--- config.mk ---
export PLATFORM = sky130hd
export DESIGN_NAME = bram_stream_ctrl
export DESIGN_NICKNAME = d
export VERILOG_FILES = /design/src/rtl/bram_stream_ctrl.sv
export SDC_FILE = /design/constraint.sdc
export NUM_CORES = 1
export LEC_CHECK = 0
export CORE_MARGIN = 3
export CORE_UTILIZATION = 44
export DETAILED_ROUTE_END_ITERATION = 10
export HOLD_SLACK_MARGIN = 0.05
export PLACE_DENSITY_LB_ADDON = 0.05
export SLEW_MARGIN = 20
export SYNTH_ARGS = -nofsm -noshare
export SYNTH_HDL_FRONTEND = slang
export SYNTH_SLANG_ARGS = --single-unit
--- constraint.sdc ---
create_clock -name clk -period 10.9 [get_ports clk]
set_clock_uncertainty 0.05 [all_clocks]
set_input_delay 1.635 -clock clk [delete_from_list [all_inputs] [get_ports clk]]
set_output_delay 1.635 -clock clk [all_outputs]
set_load 0.1 [all_outputs]
--- src/rtl/bram_stream_ctrl.sv ---
// -----------------------------------------------------------------------------
// bram_stream_ctrl
//   Buffers one AXI-Stream frame into a single-port BRAM, then streams the
//   stored words back out. A start pulse opens a fill; the fill ends on s_tlast
//   or when the BRAM is full. The drain reads the BRAM through a 2-entry output
//   FIFO so egress backpressure never loses a word.
//
// Ports
//   clk, rst_n             : clock (rising edge), async active-low reset
//   start                  : one-cycle pulse, begins a frame (ignored when busy)
//   s_tdata/tvalid/tready/tlast : ingress stream (ready only while filling)
//   m_tdata/tvalid/tready/tlast : egress stream
//   bram_ce/we/addr/wdata  : BRAM port controls; bram_rdata is registered
//                            read data, valid one cycle after the read
//   busy                   : controller is not idle
//   done                   : one-cycle pulse after the last egress beat
//   frame_len              : words stored by the last fill
//   overflow               : last fill reached DEPTH without s_tlast
// -----------------------------------------------------------------------------
module bram_stream_ctrl #(
    parameter int ADDR_WIDTH = 14,
    parameter int DATA_WIDTH = 24,
    parameter int DEPTH      = 12672
) (
    input  logic                  clk,
    input  logic                  rst_n,
    input  logic                  start,
    input  logic [DATA_WIDTH-1:0] s_tdata,
    input  logic                  s_tvalid,
    output logic                  s_tready,
    input  logic                  s_tlast,
    output logic [DATA_WIDTH-1:0] m_tdata,
    output logic                  m_tvalid,
    input  logic                  m_tready,
    output logic                  m_tlast,
    output logic                  bram_ce,
    output logic                  bram_we,
    output logic [ADDR_WIDTH-1:0] bram_addr,
    output logic [DATA_WIDTH-1:0] bram_wdata,
    input  logic [DATA_WIDTH-1:0] bram_rdata,
    output logic                  busy,
    output logic                  done,
    output logic [ADDR_WIDTH:0]   frame_len,
    output logic                  overflow
);

    typedef enum logic [1:0] {
        S_IDLE  = 2'd0,
        S_FILL  = 2'd1,
        S_DRAIN = 2'd2
    } state_t;

    localparam logic [ADDR_WIDTH:0] DEPTH_C = (ADDR_WIDTH+1)'(DEPTH);

    state_t                r_state;
    state_t                w_state_next;
    logic [ADDR_WIDTH:0]   r_frame_len;
    logic                  r_overflow;
    logic [ADDR_WIDTH:0]   r_rd_cnt;       // reads issued this drain
    logic [ADDR_WIDTH:0]   r_out_cnt;      // egress beats completed this drain
    logic                  r_rd_inflight;  // a read was issued last cycle
    logic [DATA_WIDTH-1:0] r_fifo_data [0:1];
    logic                  r_fifo_rd_idx;
    logic                  r_fifo_wr_idx;
    logic [1:0]            r_fifo_cnt;
    logic                  r_done;

    logic                  w_wr_beat;
    logic [ADDR_WIDTH:0]   w_len_inc;
    logic                  w_fill_full;
    logic                  w_fill_end;
    logic                  w_fifo_valid;
    logic                  w_fifo_pop;
    logic [ADDR_WIDTH:0]   w_out_inc;
    logic                  w_is_last_beat;
    logic                  w_last_pop;
    logic [1:0]            w_slots_used;
    logic                  w_rd_issue;
    logic                  w_start_frame;

    // The write pointer always equals the number of words stored so far, so
    // it is taken from the length counter instead of a duplicate register.
    // Both the write and read addresses stay below DEPTH because a write only
    // happens while the length is below DEPTH and a read only while the
    // issued count is below the stored length.
    assign w_start_frame  = (r_state == S_IDLE) && start;
    assign w_wr_beat      = (r_state == S_FILL) && s_tvalid;
    assign w_len_inc      = r_frame_len + 1'b1;
    assign w_fill_full    = (w_len_inc == DEPTH_C);
    assign w_fill_end     = w_wr_beat && (s_tlast || w_fill_full);

    assign w_fifo_valid   = (r_fifo_cnt != 2'd0);
    assign w_fifo_pop     = w_fifo_valid && m_tready;
    assign w_out_inc      = r_out_cnt + 1'b1;
    assign w_is_last_beat = (w_out_inc == r_frame_len);
    assign w_last_pop     = (r_state == S_DRAIN) && w_fifo_pop && w_is_last_beat;

    // Slots already claimed once this cycle's pop leaves: counting the pop
    // lets a read issue every cycle under full egress throughput, while the
    // in-flight term keeps the 2-entry FIFO from ever overfilling.
    assign w_slots_used   = r_fifo_cnt - {1'b0, w_fifo_pop} + {1'b0, r_rd_inflight};
    assign w_rd_issue     = (r_state == S_DRAIN) && (r_rd_cnt < r_frame_len)
                            && (w_slots_used < 2'd2);

    // NOTE: sequential state uses non-blocking (<=) so every register samples
    // the pre-edge values of the others; blocking here would create races.
    always_ff @(posedge clk or negedge rst_n) begin
        if (!rst_n) begin
            r_state <= S_IDLE;
        end else begin
            r_state <= w_state_next;
        end
    end

    // NOTE: every output of this block gets a default before the case, so no
    // path leaves a signal unassigned and no latch is inferred.
    always_comb begin
        w_state_next = r_state;
        s_tready     = 1'b0;
        bram_ce      = 1'b0;
        bram_we      = 1'b0;
        bram_addr    = '0;
        bram_wdata   = '0;

        unique case (r_state)
            S_IDLE: begin
                if (start) w_state_next = S_FILL;
            end
            S_FILL: begin
                s_tready = 1'b1;
                if (w_wr_beat) begin
                    bram_ce    = 1'b1;
                    bram_we    = 1'b1;
                    bram_addr  = r_frame_len[ADDR_WIDTH-1:0];
                    bram_wdata = s_tdata;
                end
                if (w_fill_end) w_state_next = S_DRAIN;
            end
            S_DRAIN: begin
                if (w_rd_issue) begin
                    bram_ce   = 1'b1;
                    bram_addr = r_rd_cnt[ADDR_WIDTH-1:0];
                end
                if (w_last_pop) w_state_next = S_IDLE;
            end
            default: w_state_next = S_IDLE;
        endcase
    end

    // NOTE: the FIFO storage is reset along with its pointers so m_tdata reads
    // zero during reset; larger memories (the BRAM itself) are never reset.
    always_ff @(posedge clk or negedge rst_n) begin
        if (!rst_n) begin
            r_frame_len    <= '0;
            r_overflow     <= 1'b0;
            r_rd_cnt       <= '0;
            r_out_cnt      <= '0;
            r_rd_inflight  <= 1'b0;
            r_fifo_data[0] <= '0;
            r_fifo_data[1] <= '0;
            r_fifo_rd_idx  <= 1'b0;
            r_fifo_wr_idx  <= 1'b0;
            r_fifo_cnt     <= 2'd0;
            r_done         <= 1'b0;
        end else begin
            r_done        <= w_last_pop;
            r_rd_inflight <= w_rd_issue;
            r_fifo_cnt    <= r_fifo_cnt + {1'b0, r_rd_inflight} - {1'b0, w_fifo_pop};

            if (w_start_frame) begin
                r_frame_len <= '0;
                r_overflow  <= 1'b0;
                r_rd_cnt    <= '0;
                r_out_cnt   <= '0;
            end

            if (w_wr_beat) begin
                r_frame_len <= w_len_inc;
                // A beat that fills the BRAM and also carries s_tlast is a
                // complete frame, not an overflow.
                if (w_fill_full && !s_tlast) r_overflow <= 1'b1;
            end

            if (w_rd_issue) r_rd_cnt <= r_rd_cnt + 1'b1;

            if (w_fifo_pop) begin
                r_out_cnt     <= w_out_inc;
                r_fifo_rd_idx <= ~r_fifo_rd_idx;
            end

            // Registered BRAM data is valid the cycle after the read issued.
            if (r_rd_inflight) begin
                r_fifo_data[r_fifo_wr_idx] <= bram_rdata;
                r_fifo_wr_idx              <= ~r_fifo_wr_idx;
            end
        end
    end

    assign m_tvalid  = w_fifo_valid;
    assign m_tdata   = r_fifo_data[r_fifo_rd_idx];
    assign m_tlast   = w_fifo_valid && w_is_last_beat;
    assign busy      = (r_state != S_IDLE);
    assign done      = r_done;
    assign frame_len = r_frame_len;
    assign overflow  = r_overflow;

endmodule

==> flow_summary_export.csv <==
group,metric,value,unit
floorplan,die_w,125.2,um
floorplan,core.rowCount,42,
power_and_ir_drop,clockPowerShare,0.132,
yosys,avgSynthCellArea,9.817,um^2
placement,dp_cells,907,
yosys,ys_types,58,
clock_tree,h-tree-depth,3,
detailed_routing,drt_iter0_markers,341,
layout,antenna_cells,0,
layout,area_delta_synth_final,26.97,%
floorplan,die-area,0.01568,mm^2
global_route,grt_max_degree,60,
power_and_ir_drop,seq_power_share,0.255,
yosys,async_flop_share,1.000,
layout,post-route-util,0.5856,
layout,multi_input_comb_area,0.003381,mm^2
yosys,syn_area,0.006253,mm^2
setup_path,path_depth,15,
detailed_routing,drc,0,
setup_path,cp_max_fo,45,
job,maxCapViolations,0,
clock_tree,cts_buffer_depth,2,
global_route,grt_pass1_vias,5221,
placement,postPlaceCellArea,0.007650,mm^2
floorplan,ios,139,
clock_tree,clkTransAtPathRegs,0.07,ns
layout,num-fill-cells,1178,
yosys,ys_warn_count,0,
detailed_routing,wl_met2,8077,um
timing,worst_pin_slew,1.021,ns
setup_path,critPathBufInv,5,
power_and_ir_drop,p_sw,1242,uW
setup_path,criticalPathCategory,"primary input to output pin",
setup_path,crit_family,"buffers and inverters",
global_route,antenna_found_initial,0,
floorplan,initial_core_util,0.4612,
setup_path,cp_slowest_cell,"clkdlybuf4s50_1",
power_and_ir_drop,ir_drop,0.0003440,V
power_and_ir_drop,leakagePower,0.003410,uW
clock_tree,holdBufCountCts,0,
clock_tree,worst_skew_pair.late_latency,0.34,ns
clock_tree,postCtsSetupBuffers,0,
timing,slew_violations,0,
clock_tree,cts-resized-gates,0,
detailed_routing,routed_wl,16550,um
floorplan,core_area,0.01356,mm^2
power_and_ir_drop,internal_power,1098,uW
yosys,synth_fp_nets,715,
power_and_ir_drop,p_per_area,294.7,mW/mm^2
worst_hold_path,hold_path_class,"flip-flop to flip-flop",
placement,io_buffers,138,
detailed_routing,top_layer,"met4",
clock_tree,cts_root_buffer,"clkbuf_16",
yosys,netlist_instances,637,
setup_path,path_cells,"clkdlybuf4s50_1, nand2_1, inv_1, ha_1, inv_1, ha_1, xnor2_1, xnor2_1, a2111oi_0, o21ai_0, a21oi_2, buf_4, nand2_1, a21boi_0, clkdlybuf4s50_1",
clock_tree,cts_tree,"built",
timing,tns,0,ns
worst_hold_path,hold_depth,1,
timing,hold_viol_final,0,
timing,fin_crit_sh,0.7376,
placement,dp.final_hpwl,11760,um
floorplan,floorplan.die.height,125.2,um
yosys,ys_seq_area_frac,0.4082,
timing,final.min_clock_period,8.040,ns
detailed_routing,wl_met1,7046,um
timing,setup_slack,2.861,ns
detailed_routing,dr_wl_met3,995,um
yosys,ys_ff_latch,102,
status,status,"finished clean",
clock_tree,clkSinkCount,102,
placement,place.gp.congestion,0.8315,
yosys,synth_ff_type,"dfrtp_1",
detailed_routing,num_vias,5306,
setup_path,start_kind,"primary input",
setup_path,critPathMaxStageDelay,1.17,ns
power_and_ir_drop,combPwrFrac,0.613,
detailed_routing,via_per_inst,5.749,
setup_path,cp_data_arrival_time,6.35,ns
timing,max-slew-margin-rel,0.3175,
layout,nNetsFinal,820,
global_route,gr-total-overflow,0,
setup_path,cp-end-kind,"output pin",
timing,fmax,124.4,MHz
placement,place_worst_setup_slack,2.915,ns
power_and_ir_drop,switching_share,0.5310,
timing,setup-violations-final,0,
layout,stdcell_count,923,
global_route,grt_use_total,0.2121,
yosys,synth_edf_count,0,
clock_tree,cts_inserted_buffers,9,
global_route,grt_pass1_wl,27410,um
detailed_routing,firstDrtPassIters,5,
detailed_routing,wl_per_cell,17.93,um
setup_path,required,9.22,ns
setup_path,r2r_cells,14,
detailed_routing,ant_nets,0,
timing,rsz0062_at_grt,"no",
layout,seqCellArea,0.002554,mm^2
layout,fin_area,0.007940,mm^2
layout,drive_above_1_share,0.1499,
cells in the mapped netlist (all sizes together) (2+ instances only):
library cell / count / area (um^2)
o21ai: 46 / 230.2
a31oi: 9 / 56.30
nor4: 2 / 12.51
clkbuf: 38 / 176.4
o31ai: 9 / 67.56
a22oi: 13 / 97.59
a221o: 10 / 100.1
o22ai: 5 / 31.28
and4: 5 / 43.79
nor3: 5 / 25.02
xnor2: 21 / 183.9
or3: 4 / 25.02
and3: 40 / 251.5
or2: 5 / 31.28
ha: 24 / 300.3
mux2i: 4 / 40.04
o41ai: 2 / 17.52
nor2b: 18 / 112.6
a2111oi: 3 / 45.05
xor2: 6 / 52.55
nand4: 12 / 81.33
a21o: 6 / 45.04
nand3: 21 / 105.1
mux2: 75 / 848.3
a21oi: 23 / 115.1
nor2: 29 / 108.9
dfrtp: 102 / 2552
and2: 2 / 12.51
nand2: 44 / 167.7
inv: 26 / 97.59
a211o: 3 / 26.28
buf: 9 / 55.05
a31o: 2 / 17.52
path summary, 6_finish.rpt:
path,endpoint,slack (ns),startpoint
worst max-delay path,bram_addr[4],2.86,m_tready
worst min-delay path,r_fifo_cnt[1],0.44,r_fifo_cnt[1]
worst max register to register,r_rd_cnt[11],6.46,r_fifo_cnt[0]
worst min register to register,r_fifo_cnt[1],0.44,r_fifo_cnt[1]
max in group asynchronous,r_fifo_rd_idx,8.36,rst_n
min in group asynchronous,r_fifo_data[16],1.22,rst_n
cell families (layout without fill, tap and decap cells):
family,Yosys count,after routing,share of synthesized area
mux,79,79,0.1421
xor+xnor,27,27,0.03782
compound gates,139,139,0.1471
flops,102,102,0.4082
fa+ha+maj,25,25,0.04962
simple gates,192,192,0.1627
buf+inv,73,183,0.05262
worst reg2reg max path: stages, from the launching register on:
cell       delay (ns)
dfrtp_1          0.37
or2_2            0.31
nand2_1          0.53
inv_1            0.41
ha_1             0.40
inv_1            0.04
ha_1             0.17
xnor2_1          0.13
xnor2_1          0.14
a2111oi_0        0.37
o21ai_0          0.17
a21oi_2          0.12
buf_4            0.37
a21oi_1          0.30
a221o_1          0.44
routing by layer:
layer  global-route usage  vias up
met3              0.03625       32
met2               0.3575      193
met1               0.2774     2561
li1                     -     2520
met5                    0        -
met4              0.07270        0
flip-flops by register name, summed over array words and instances, names as in the netlist:
signal	cells
frame_len	15
r_fifo_rd_idx	1
r_state	2
r_out_cnt	15
done	1
r_rd_cnt	15
overflow	1
r_fifo_wr_idx	1
r_fifo_cnt	2
r_rd_inflight	1
r_fifo_data	48
metrics by stage:
step	hold WS (ns)	total power, uW
6_report	0.4433	2340
5_1_grt	0.4641	2459
4_1_cts	0.4411	2368
3_5_place_dp	0.4280	2053
3_3_place_gp	0.4255	2027
2_1_floorplan	0.4022	1736
layout by cell type, fill, tap and decap left out, types with 11 or more instances in the layout:
cell type	synthesis	routed
clkdlybuf4s50_1	0	137
dfrtp_1	102	101
mux2_2	74	74
o21ai_0	46	46
nand2_1	43	42
and3_1	39	39
nor2_1	29	29
inv_1	25	25
ha_1	24	24
a21oi_1	23	22
xnor2_1	21	21
nand3_1	21	21
nor2b_1	18	17
a22oi_1	13	13
nand4_1	11	11
power by group through the flow:
stage,combinational (uW),sequential (uW),clock (uW)
6_report,1430,597,308
4_1_cts,1450,599,316
3_3_place_gp,1430,596,0
5_1_grt,1510,618,333
3_5_place_dp,1450,606,0
2_1_floorplan,1180,558,0
final cells by class:
type                            count  share of cell area
Multi-Input combinational cell    462              0.4258
Inverter                           26             0.01229
Clock inverter                      7            0.007721
Timing Repair Buffer              141              0.1765
Tap cell                          176             0.02773
Sequential cell                   102              0.3216
Clock buffer                        9             0.02836
Power figures use the tool's default switching activity.
